--- config.mk ---
export PLATFORM = sky130hd
export DESIGN_NAME = hmmm_prog_loader
export DESIGN_NICKNAME = d
export VERILOG_FILES = /design/src/rtl/hmmm_pkg.sv /design/src/rtl/hmmm_start_timer.sv /design/src/rtl/hmmm_prog_loader.sv
export SDC_FILE = /design/constraint.sdc
export NUM_CORES = 1
export LEC_CHECK = 0
export CORE_MARGIN = 5
export CORE_UTILIZATION = 34
export DETAILED_ROUTE_END_ITERATION = 16
export GPL_TIMING_DRIVEN = 0
export PLACE_DENSITY = 0.65
export SLEW_MARGIN = 20
export SYNTH_ARGS = -nofsm -noshare
export SYNTH_HDL_FRONTEND = slang
export SYNTH_SLANG_ARGS = --single-unit
--- constraint.sdc ---
create_clock -name clk -period 2.45 [get_ports clk]
set_clock_uncertainty 0.05 [all_clocks]
set_input_delay 0.245 -clock clk [delete_from_list [all_inputs] [get_ports clk]]
set_output_delay 0.245 -clock clk [all_outputs]
set_load 0.02 [all_outputs]
--- src/rtl/hmmm_pkg.sv ---
// hmmm_pkg: shared widths and program-loader state encoding for the hmmm core
package hmmm_pkg;
    localparam int HMMM_DATA_W = 16;
    localparam int HMMM_ADDR_W = 8;
    typedef enum logic [1:0] {ST_IDLE, ST_LOAD, ST_RELEASE, ST_RUN} ld_state_e;
endpackage

--- src/rtl/hmmm_start_timer.sv ---
// hmmm_start_timer: loadable down-counter that flags zero, times the hold release
module hmmm_start_timer #(
    parameter int W = 3
) (
    input  logic         clk,
    input  logic         rst,
    input  logic         load,
    input  logic         en,
    input  logic [W-1:0] load_val,
    output logic         zero
);
    logic [W-1:0] cnt_q, cnt_d;

    assign zero = (cnt_q == '0);

    // load wins over counting; the counter parks at zero instead of wrapping
    always_comb begin
        cnt_d = load ? load_val : (en && !zero) ? cnt_q - W'(1) : cnt_q;
    end

    // counter register, cleared by active-low async reset
    always_ff @(posedge clk or negedge rst) begin
        if (!rst) cnt_q <= '0;
        else      cnt_q <= cnt_d;
    end
endmodule

--- src/rtl/hmmm_prog_loader.sv ---
// hmmm_prog_loader: sequenced instruction loader and core hold/release; HMMM_LOAD_CSUM_EN adds a write checksum output
module hmmm_prog_loader
    import hmmm_pkg::*;
#(
    parameter int DATA_W    = HMMM_DATA_W,
    parameter int ADDR_W    = HMMM_ADDR_W,
    parameter int DEPTH     = 256,
    parameter int START_DLY = 4
) (
    input  logic              clk,
    input  logic              rst,
    input  logic              pgrm_addr,
    input  logic              pgrm_data,
    input  logic              pgrm_auto,
    input  logic              pgrm_done,
    input  logic [DATA_W-1:0] bus_in,
    input  logic              cpu_halt,
    output logic              mem_we,
    output logic [ADDR_W-1:0] mem_addr,
    output logic [DATA_W-1:0] mem_wdata,
    output logic              cpu_hold,
    output logic              busy,
    output logic              err,
    output logic              wrapped,
`ifdef HMMM_LOAD_CSUM_EN
    output logic [DATA_W-1:0] csum,
`endif
    output logic [ADDR_W:0]   load_cnt
);
    localparam int TW = $clog2(START_DLY + 1);

    ld_state_e         state_q, state_d;
    logic [ADDR_W-1:0] addr_q, addr_d, mem_addr_q, mem_addr_d;
    logic [DATA_W-1:0] mem_wdata_q, mem_wdata_d;
    logic              mem_we_q, mem_we_d, err_q, err_d, wrapped_q, wrapped_d;
    logic [ADDR_W:0]   load_cnt_q, load_cnt_d, cnt_base;
    logic              strobe, accept, clr, wr, lat, start, at_end, in_range, tmr_zero;

    // widen before comparing so an out-of-range host word is never truncated into range
    assign in_range = (DATA_W + 32)'(bus_in) < (DATA_W + 32)'(DEPTH);

    hmmm_start_timer #(.W(TW)) u_timer (
        .clk      (clk),
        .rst      (rst),
        .load     (start),
        .en       (state_q == ST_RELEASE),
        .load_val (TW'(START_DLY)),
        .zero     (tmr_zero)
    );

    // strobe qualification, next state and all register next-values
    always_comb begin
        strobe      = pgrm_addr | pgrm_data;
        accept      = strobe & (state_q == ST_IDLE || state_q == ST_LOAD || (state_q == ST_RUN && cpu_halt));
        clr         = strobe & (state_q == ST_IDLE || (state_q == ST_RUN && cpu_halt));
        wr          = accept & pgrm_data & ~pgrm_addr;
        lat         = accept & pgrm_addr & ~pgrm_data;
        start       = pgrm_done & (state_q == ST_IDLE || state_q == ST_LOAD);
        at_end      = (addr_q == ADDR_W'(DEPTH - 1));
        state_d     = start ? ST_RELEASE : accept ? ST_LOAD :
                      (state_q == ST_RELEASE && tmr_zero) ? ST_RUN : state_q;
        err_d       = (clr ? 1'b0 : err_q) | (strobe & ~accept) | (accept & pgrm_addr & pgrm_data) | (lat & ~in_range);
        wrapped_d   = (clr ? 1'b0 : wrapped_q) | (wr & pgrm_auto & at_end);
        addr_d      = (lat && in_range) ? bus_in[ADDR_W-1:0] :
                      (wr && pgrm_auto) ? (at_end ? '0 : addr_q + ADDR_W'(1)) : addr_q;
        cnt_base    = clr ? '0 : load_cnt_q;
        load_cnt_d  = cnt_base + {{ADDR_W{1'b0}}, wr & (cnt_base != '1)};
        mem_we_d    = wr;
        mem_addr_d  = wr ? addr_q : mem_addr_q;
        mem_wdata_d = wr ? bus_in : mem_wdata_q;
    end

    // loader state and datapath registers
    always_ff @(posedge clk or negedge rst) begin
        if (!rst) begin
            state_q     <= ST_IDLE;
            addr_q      <= '0;
            mem_we_q    <= 1'b0;
            mem_addr_q  <= '0;
            mem_wdata_q <= '0;
            err_q       <= 1'b0;
            wrapped_q   <= 1'b0;
            load_cnt_q  <= '0;
        end else begin
            state_q     <= state_d;
            addr_q      <= addr_d;
            mem_we_q    <= mem_we_d;
            mem_addr_q  <= mem_addr_d;
            mem_wdata_q <= mem_wdata_d;
            err_q       <= err_d;
            wrapped_q   <= wrapped_d;
            load_cnt_q  <= load_cnt_d;
        end
    end

`ifdef HMMM_LOAD_CSUM_EN
    logic [DATA_W-1:0] csum_q, csum_d;

    // sums words as they reach the memory port; restarts with each new load session
    always_comb begin
        csum_d = clr ? '0 : csum_q + (mem_we_q ? mem_wdata_q : '0);
    end

    // checksum register
    always_ff @(posedge clk or negedge rst) begin
        if (!rst) csum_q <= '0;
        else      csum_q <= csum_d;
    end

    assign csum = csum_q;
`endif

    assign mem_we    = mem_we_q;
    assign mem_addr  = mem_addr_q;
    assign mem_wdata = mem_wdata_q;
    assign cpu_hold  = (state_q != ST_RUN);
    assign busy      = (state_q == ST_LOAD || state_q == ST_RELEASE);
    assign err       = err_q;
    assign wrapped   = wrapped_q;
    assign load_cnt  = load_cnt_q;
endmodule

==> results of run 1 <==
==> cell usage after synthesis (all sizes together) (3+ instances only) <==
library cell | number | area share [%]
xor2 | 3 | 1.1
ha | 9 | 4.8
o211ai | 5 | 1.6
or3 | 4 | 1.1
and4 | 3 | 1.1
dfrtp | 49 | 52
buf | 4 | 1.6
nand2 | 18 | 2.9
nand3 | 7 | 1.5
a21oi | 6 | 1.3
xnor2 | 3 | 1.1
nor3b | 3 | 1.6
mux2 | 24 | 11
o21ai | 7 | 1.5
inv | 8 | 1.3
nand4 | 9 | 2.4
nor2 | 12 | 1.9
o31ai | 3 | 0.96
nor3 | 5 | 1.1
==> state kept, by name (all words and copies together), names as in the netlist <==
name           cells
err                1
u_timer.cnt_q      3
wrapped            1
addr_q             8
mem_addr           8
mem_we             1
mem_wdata         16
state_q            2
load_cnt           9
==> layer usage <==
| layer | global-route usage, % | vias up | wire length (um) |
|---|---|---|---|
| li1 | - | 892 | - |
| met4 | 2.93 | 0 | 41 |
| met3 | 3.70 | 4 | 247 |
| met5 | 0 | - | 0 |
| met2 | 22.6 | 35 | 2810 |
| met1 | 15.8 | 908 | 2240 |
==> cells by family after synthesis <==
kind of cell               share of synthesized area, %
AOI/OAI and AO/OA                                  10.1
xor gates and xnor gates                           2.23
adders and majority gates                          4.78
buffers and inverters                              3.08
DFF                                                52.1
muxes                                              11.9
and+or+nand+nor                                    15.8
==> worst reg2reg max path, cell delays in order (launching register included) <==
cell	delay (ns)
dfrtp_2	0.41
buf_6	0.12
ha_4	0.17
a21oi_4	0.08
or2_4	0.28
and2_4	0.16
a21boi_4	0.15
ha_2	0.19
and4_4	0.22
o21ai_4	0.08
buf_4	0.16
xor2_1	0.15
==> final timing paths <==
check	endpoint	cells past startpoint
min reg2reg	err	1
max reg2reg	load_cnt[4]	11
min	u_timer.cnt_q[0]	2
max	load_cnt[4]	11
min in group clk	err	1
max in group asynchronous	state_q[0]	2
==> per-stage QoR <==
step           util [%]  instance area (um2)
6_report           48.9                 3300
5_1_grt            48.9                 3300
4_1_cts            47.1                 3190
3_5_place_dp       45.3                 3060
3_3_place_gp       45.3                 3060
2_1_floorplan         -                 2360
==> power by group through the flow <==
stage / combinational, uW / sequential (uW) / clock [uW]
4_1_cts: 1590 / 1250 / 484
2_1_floorplan: 677 / 1470 / 0
6_report: 1720 / 1250 / 461
5_1_grt: 1850 / 1300 / 515
3_3_place_gp: 1510 / 1250 / 0
3_5_place_dp: 1530 / 1260 / 0
==> repair_timing <==
| item | CTS | global route |
|---|---|---|
| endpoints found under the hold margin | 49 | 0 |
| gates resized for setup | 5 | 15 |
| setup endpoints to repair | 6 | 5 |
| setup buffers | 3 | 7 |
| hold buffers | 1 | 0 |
| pin swaps | 1 | 9 |
==> area by class of cell <==
cell class | count | area [um2] | share of cell area [%]
Clock buffer | 8 | 80.1 | 2.42
Buffer | 4 | 38.8 | 1.17
Inverter | 8 | 32.5 | 0.984
Tap cell | 80 | 100 | 3.03
Timing Repair Buffer | 71 | 687 | 20.8
Multi-Input combinational cell | 141 | 1140 | 34.4
Sequential cell | 49 | 1230 | 37.2
==> impl_metrics.csv, run 1 <==
group,metric,value,unit
timing,setup_tns,0,ns
clocking,cts_tree,"done",
worst_setup_path,critPathLaunchType,"flop",
worst_setup_path,crit_path_top_delay_cell,"dfrtp_2",
worst_setup_path,crit_family,"simple AND/OR/NAND/NOR gates",
drt,antenna_left,0,
pwr,power_switching,1270,uW
cells_and_area,area.growth.synth_to_final,40.3,%
pwr,p_seq_share,36.5,%
timing,hold_viol,0,
worst_setup_path,arrival,2.46,ns
synthesis,syn_nets,235,
die,die_height,93.2,um
clocking,clockBufferDepth,2,
placement,pre_cts_ws,-0.434,ns
pwr,p_clk_share,13.4,%
drt,vias,1839,
synthesis,postSynthCellCount,203,
die,rows,30,
drt,wl,5340,um
pwr,p_leak,0.00135,uW
synthesis,yosys_warnings,0,
synthesis,avgSynthCellArea,11.6,um2
cells_and_area,fin_cells,361,
die,die-area,8690,um2
pwr,power.density,1040,nW/um2
cells_and_area,antennaDiodeCount,0,
worst_setup_path,worstSetupEndpointType,"flop",
pwr,peakVddDrop,0.588,mV
cells_and_area,layout_commonest_cell,"clkdlybuf4s50_1",
drt,viasPerCell,5.09,
die,start_util,34.9,%
timing,period_needed,2.32,ns
flow_run,drv_cap,0,
drt,drt_iter0_markers,61,
synthesis,synth_ff_type,"dfrtp_1",
timing,tightest_slew,0.626,ns
die,io_pins,61,
clocking,cts_buffers,5,
timing,max_freq,431,MHz
placement,dpl.hpwl,3830,um
placement,gp_congestion,0.809,
grt,grt_max_degree,50,
synthesis,async_flop_share,100,%
placement,portBuffers,60,
die,core_area,6760,um2
drt,drt-pass1-iter-count,4,
min_path,hold_class,"primary input to async pin",
synthesis,seq_area_frac_synth,52.1,%
synthesis,yosysUniqueCellTypes,42,
pwr,swShare,36.9,%
cells_and_area,nNetsFinal,312,
grt,grt_use_total,13.0,%
worst_setup_path,cp_slowest_stage_delay,0.41,ns
worst_setup_path,required,2.59,ns
timing,period_share,94.7,%
grt,grt_overflow,0,
grt,grt_pass1_vias,1804,
worst_setup_path,worstPathMaxFanout,7,
timing,final-max-slew-violation-count,0,
pwr,p_int,2170,uW
status,status,"finished, final reports clean",
synthesis,synth_seq_cells,49,
cells_and_area,fill_cells,627,
placement,dp.cells,343,
worst_setup_path,worstReg2RegStart,"state_q[1]",
clocking,clock_sinks,49,
worst_setup_path,cp-startpoint,"state_q[1]",
pwr,fin_total_pwr,3440,uW
clocking,htree_levels,2,
worst_setup_path,crit_type,"flop to flop",
clocking,insertion_delay,0.29,ns
worst_setup_path,rrSetupSlack,0.13,ns
pwr,p_comb_share,50.1,%
clocking,clockRootBuffer,"clkbuf_8",
worst_setup_path,cp.buffers_inverters,2,
timing,slew-limit-headroom,58.3,%
clocking,path_clk_slew,0.09,ns
grt,grt_pass1_wl,8980,um
timing,setup_ws,0.130,ns
synthesis,syn-cell-area,2350,um2
drt,wire_per_inst,14.8,um
cells_and_area,drive_above_1_share,22.1,%
timing,whs,0.446,ns
timing,finalSetupViolCount,0,
grt,antenna_found_initial,0,
die,die_x,93.2,um
cells_and_area,layout_common_cells,"clkdlybuf4s50_1 (59), dfrtp_1 (47), mux2_2 (24)",
synthesis,synth-edff-count,0,
drt,drc,0,
worst_setup_path,path_cells,"buf_6 -> ha_4 -> a21oi_4 -> or2_4 -> and2_4 -> a21boi_4 -> ha_2 -> and4_4 -> o21ai_4 -> buf_4 -> xor2_1",
Power figures use the tool's default switching activity.
==> run 2, diff against run 1 <==
--- a/config.mk
+++ b/config.mk
@@ -10,6 +10,7 @@
 export DETAILED_ROUTE_END_ITERATION = 16
 export GPL_TIMING_DRIVEN = 0
 export PLACE_DENSITY = 0.65
+export SETUP_SLACK_MARGIN = 0.2
 export SLEW_MARGIN = 20
 export SYNTH_ARGS = -nofsm -noshare
 export SYNTH_HDL_FRONTEND = slang
==> run 2 against run 1 <==
Against the previous run: clock-buffer cell count decreased by 1; cell area increased by 1.3%; die area unchanged; sequential cell count unchanged; register-to-register slack got worse by 0.03 ns; maximum frequency decreased by 1.5%; cell count increased by 0.83%; critical endpoint unchanged; largest power group unchanged; highest routed layer unchanged.
==> impl_metrics.csv, run 2 (synthesis results as in run 1) <==
group,metric,value,unit
cells_and_area,fill_cells,630,
timing,hold_viol,0,
grt,grt_use_total,13.3,%
pwr,p_int,2240,uW
worst_setup_path,worstReg2RegStart,"state_q[0]",
drt,wire_per_inst,15.2,um
placement,pre_cts_ws,-0.390,ns
min_path,worstHoldStart,"wrapped",
cells_and_area,nNetsFinal,315,
die,core_area,6760,um2
timing,final-max-slew-violation-count,0,
cells_and_area,area.growth.synth_to_final,42.1,%
placement,postPlaceCellArea,3100,um2
clocking,cts_buffers,5,
grt,antenna_found_initial,0,
flow_run,drv_cap,0,
die,io_pins,61,
drt,wl,5520,um
die,die_x,93.2,um
pwr,peakVddDrop,0.527,mV
worst_setup_path,cp-startpoint,"state_q[0]",
clocking,path_clk_slew,0.09,ns
min_path,hold_class,"flop to flop",
pwr,power.density,1060,nW/um2
cells_and_area,antennaDiodeCount,0,
timing,period_needed,2.35,ns
cells_and_area,layout_commonest_cell,"clkdlybuf4s50_1",
clocking,cts_tree,"done",
grt,grt_pass1_wl,9320,um
drt,drt-pass1-iter-count,4,
timing,period_share,96.1,%
die,rows,30,
drt,drc,0,
worst_setup_path,crit_type,"flop to flop",
pwr,swShare,36.6,%
die,die-area,8690,um2
timing,setup_ws,0.0959,ns
pwr,p_comb_share,49.4,%
cells_and_area,seqCellArea,1230,um2
timing,slew-limit-headroom,58.0,%
worst_setup_path,critPathLaunchType,"flop",
grt,grt_max_degree,50,
drt,viasPerCell,5.17,
grt,grt_overflow,0,
worst_setup_path,worstPathMaxFanout,7,
worst_setup_path,arrival,2.49,ns
die,die_height,93.2,um
placement,dpl.hpwl,3930,um
status,status,"finished, final reports clean",
pwr,p_clk_share,14.8,%
pwr,p_leak,0.00137,uW
cells_and_area,layout_common_cells,"clkdlybuf4s50_1 (59), dfrtp_1 (47), mux2_2 (24)",
die,start_util,34.9,%
clocking,clockRootBuffer,"clkbuf_8",
placement,gp_congestion,0.800,
drt,drt_iter0_markers,69,
timing,tightest_slew,0.630,ns
pwr,p_seq_share,35.8,%
timing,setup_tns,0,ns
cells_and_area,largest_register_ff_count,16,
timing,finalSetupViolCount,0,
cells_and_area,drive_above_1_share,24.3,%
drt,vias,1883,
pwr,power_switching,1300,uW
timing,rsz0062_at_grt,"true",
clocking,insertion_delay,0.29,ns
clocking,htree_levels,2,
worst_setup_path,worstSetupEndpointType,"flop",
worst_setup_path,required,2.59,ns
drt,antenna_left,0,
timing,whs,0.441,ns
cells_and_area,multi_input_area,1130,um2
timing,max_freq,425,MHz
placement,portBuffers,60,
grt,grt_pass1_vias,1962,
clocking,clockBufferDepth,2,
clocking,clock_sinks,49,
cells_and_area,fin_area,3350,um2
-- run 2: cell types whose count changed in the layout (fill, tap and decap cells not counted), sizes merged --
cell / delta
buf: +2
clkinv: +1
-- run 2: power groups by stage --
stage / Clock, uW / Combinational [uW] / Sequential, uW
floorplan: 0 / 731 / 1480
global placement: 0 / 1560 / 1270
detailed placement: 0 / 1580 / 1280
CTS: 538 / 1740 / 1270
global route: 571 / 1890 / 1310
finish: 521 / 1750 / 1270
-- run 2: worst max-delay path, cell delays in order, from the launching register on --
cell,delay (ns)
dfrtp_2,0.45
inv_2,0.09
ha_4,0.17
a21oi_4,0.04
or2_1,0.22
clkbuf_8,0.13
and2_4,0.15
a21boi_2,0.14
ha_2,0.20
and4_4,0.22
o21ai_4,0.08
buf_4,0.15
xor2_1,0.13
-- run 2: cell type report --
| cell class | count | area share (%) |
|---|---|---|
| timing repair buffer | 73 | 20.9 |
| clock buffer | 7 | 2.88 |
| tap | 80 | 2.99 |
| buffer | 5 | 1.57 |
| multi-input combinational | 141 | 33.9 |
| inverter | 8 | 0.972 |
| sequential | 49 | 36.7 |
| clock inverter | 1 | 0.150 |
-- run 2: repair_timing --
item,CTS,global route
setup endpoints to repair,9,5
hold buffers,1,0
pin swaps,9,6
buffers inserted,7,5
hold endpoints to repair,49,0
gates resized for setup,11,1
-- run 2: through the flow --
step	std cells	util (%)	total power (uW)
CTS	359	48.9	3540
global placement	343	45.9	2830
global route	364	49.5	3770
detailed placement	343	45.9	2860
finish	364	49.5	3540
floorplan	203	-	2220
-- run 2: metal layers --
layer  share of wire (%)  vias up  track usage [%]  wire length, um
met5                   0        -                0                0
met4                 1.3        0             3.42               70
met3                 5.0        8             3.62              274
met2                  51       47             23.8             2810
met1                  43      933             15.6             2360
li1                    -      895                -                -
-- run 2: final timing paths --
kind | end | slack, ns | cells after the start
setup reg to reg | load_cnt[4] | 0.1 | 12
min in group asynchronous | load_cnt[7] | 0.46 | 2
hold / removal | wrapped | 0.44 | 2
setup / recovery | load_cnt[4] | 0.1 | 12
max in group asynchronous | state_q[0] | 1.44 | 2
hold reg to reg | wrapped | 0.44 | 2
==> run 3, diff against run 2 <==
--- a/config.mk
+++ b/config.mk
@@ -9,9 +9,9 @@
 export CORE_UTILIZATION = 34
 export DETAILED_ROUTE_END_ITERATION = 16
 export GPL_TIMING_DRIVEN = 0
-export PLACE_DENSITY = 0.65
+export PLACE_DENSITY_LB_ADDON = 0.3
 export SETUP_SLACK_MARGIN = 0.2
-export SLEW_MARGIN = 20
+export SLEW_MARGIN = 5
 export SYNTH_ARGS = -nofsm -noshare
 export SYNTH_HDL_FRONTEND = slang
 export SYNTH_SLANG_ARGS = --single-unit
==> run 3 against run 2 <==
Against the previous run: via count decreased by 0.16%; routed wire length increased by 3.5%; sequential cell count stayed put; non-clock buffer count is 8 higher; utilization increased by 1.8 points; clock power is 6.9% lower; setup slack lost 0.050 ns; die area did not move; hold slack got worse by 0.071 ns; sequential power is essentially flat; first-iteration DRC count is 46% lower; highest routed layer unchanged.
==> impl_metrics.csv, run 3 (synthesis results as in run 1) <==
group,metric,value,unit
status,status,"finished, final reports clean",
timing,tightest_slew,0.478,ns
grt,grt_max_degree,33,
grt,antenna_found_initial,0,
die,rows,30,
cells_and_area,area.growth.synth_to_final,47.4,%
clocking,htree_levels,2,
drt,drc,0,
placement,pre_cts_ws,-0.376,ns
pwr,peakVddDrop,0.459,mV
drt,wl,5710,um
drt,antenna_left,0,
timing,final-max-slew-violation-count,0,
timing,slew-limit-headroom,68.0,%
cells_and_area,antennaDiodeCount,0,
cells_and_area,fin_cells,371,
die,io_pins,61,
worst_setup_path,required,2.63,ns
timing,period_share,98.1,%
worst_setup_path,critPathLaunchType,"flop",
clocking,cts_buffers,5,
die,start_util,34.9,%
timing,rsz0062_at_grt,"true",
drt,wire_per_inst,15.4,um
clocking,clock_sinks,49,
flow_run,drv_cap,0,
pwr,p_leak,0.00144,uW
cells_and_area,drive_above_1_share,26.5,%
worst_setup_path,crit_path_top_delay_cell,"dfrtp_2",
clocking,clockBufferDepth,2,
cells_and_area,nNetsFinal,323,
pwr,power.density,1050,nW/um2
placement,portBuffers,60,
timing,setup_ws,0.0459,ns
die,die-area,8690,um2
clocking,clockRootBuffer,"clkbuf_8",
drt,viasPerCell,5.07,
timing,hold_viol,0,
worst_setup_path,worstSetupEndpointType,"flop",
die,die_height,93.2,um
grt,grt_pass1_vias,1947,
cells_and_area,layout_common_cells,"clkdlybuf4s50_1 (57), dfrtp_1 (47), mux2_2 (24)",
clocking,cts_tree,"done",
cells_and_area,utilization,51.4,%
drt,vias,1880,
timing,finalSetupViolCount,0,
clocking,insertion_delay,0.29,ns
clocking,path_clk_slew,0.09,ns
drt,drt_iter0_markers,37,
placement,dpl.hpwl,4040,um
grt,grt_use_total,14.0,%
worst_setup_path,worstPathMaxFanout,4,
worst_setup_path,crit_top_cell,"ha_4",
worst_setup_path,arrival,2.59,ns
cells_and_area,layout_commonest_cell,"clkdlybuf4s50_1",
timing,period_needed,2.40,ns
placement,dp.cells,344,
min_path,hold_class,"primary input to async pin",
placement,gp_congestion,0.811,
grt,grt_overflow,0,
die,die_x,93.2,um
worst_setup_path,crit_type,"flop to flop",
cells_and_area,largest_register_ff_count,16,
grt,grt_pass1_wl,9660,um
worst_setup_path,cp_slowest_stage_delay,0.42,ns
die,core_area,6760,um2
timing,max_freq,416,MHz
worst_setup_path,path_cells,"buf_12 -> ha_4 -> a21oi_4 -> or2_1 -> clkbuf_8 -> and2_4 -> a21boi_4 -> buf_6 -> ha_4 -> nand4_1 -> or3_1 -> a21oi_2",
drt,drt-pass1-iter-count,4,
-- run 3: cell types whose count changed in the layout (fill, tap and decap cells not counted), sizes merged --
cell | previous run | this run
buf | 17 | 25
clkinv | 1 | 0
dlymetal6s2s | 0 | 2
clkdlybuf4s50 | 59 | 57
-- run 3: final timing paths --
kind                             from          endpoint  slack (ns)  depth (start not counted)
min in group clk              wrapped           wrapped        0.44                          2
max reg2reg                state_q[0]       load_cnt[7]        0.05                         12
max in group asynchronous         rst        state_q[0]        1.46                          3
max                        state_q[0]       load_cnt[7]        0.05                         12
min                               rst  u_timer.cnt_q[1]        0.37                          2
min reg2reg                   wrapped           wrapped        0.44                          2
-- run 3: where the power goes --
group	internal, uW	switching [uW]	total (uW)
Clock	225	260	485
Combinational	1020	867	1890
Sequential	1070	195	1260
-- run 3: per-layer routing --
metal	part of all wire [%]	wire length, um	track usage, %
met3	5.7	328	4.02
met2	50	2880	24.2
met1	43	2440	17.2
met5	0	0	0
met4	1.0	59	3.66
-- run 3: area by class of cell --
class                      instances  area (um2)
multi-input combinational        141        1160
sequential                        49        1230
buffer                             5        52.6
clock buffer                       7        86.3
timing repair buffer              81         805
tap                               80         100
fill                             609        3290
inverter                           8        35.0
-- run 3: through the flow --
| stage | hold WS [ns] | total power, uW | setup TNS (ns) | cell area [um2] |
|---|---|---|---|---|
| detailed placement | 0.172 | 2860 | -1.88 | 3120 |
| floorplan | -0.101 | 2220 | 0 | 2400 |
| global route | 0.421 | 3880 | -0.180 | 3470 |
| finish | 0.369 | 3640 | 0 | 3470 |
| global placement | 0.425 | 2830 | -23.72 | 3100 |
| CTS | 0.397 | 3580 | 0 | 3380 |
-- run 3: critical path: cells and delay by family, from the launching register on --
kind | cells | cell delay (ns)
buf+inv | 3 | 0.36
compound gates | 3 | 0.32
fa+ha+maj | 2 | 0.28
simple gates | 4 | 0.89
flops | 1 | 0.42
-- run 3: timing repair --
action	in CTS	in global routing
setup endpoints to repair	8	6
resized for setup	14	11
hold endpoints to repair	17	0
buffers inserted	14	5
hold buffers	1	0
pin swaps	10	10
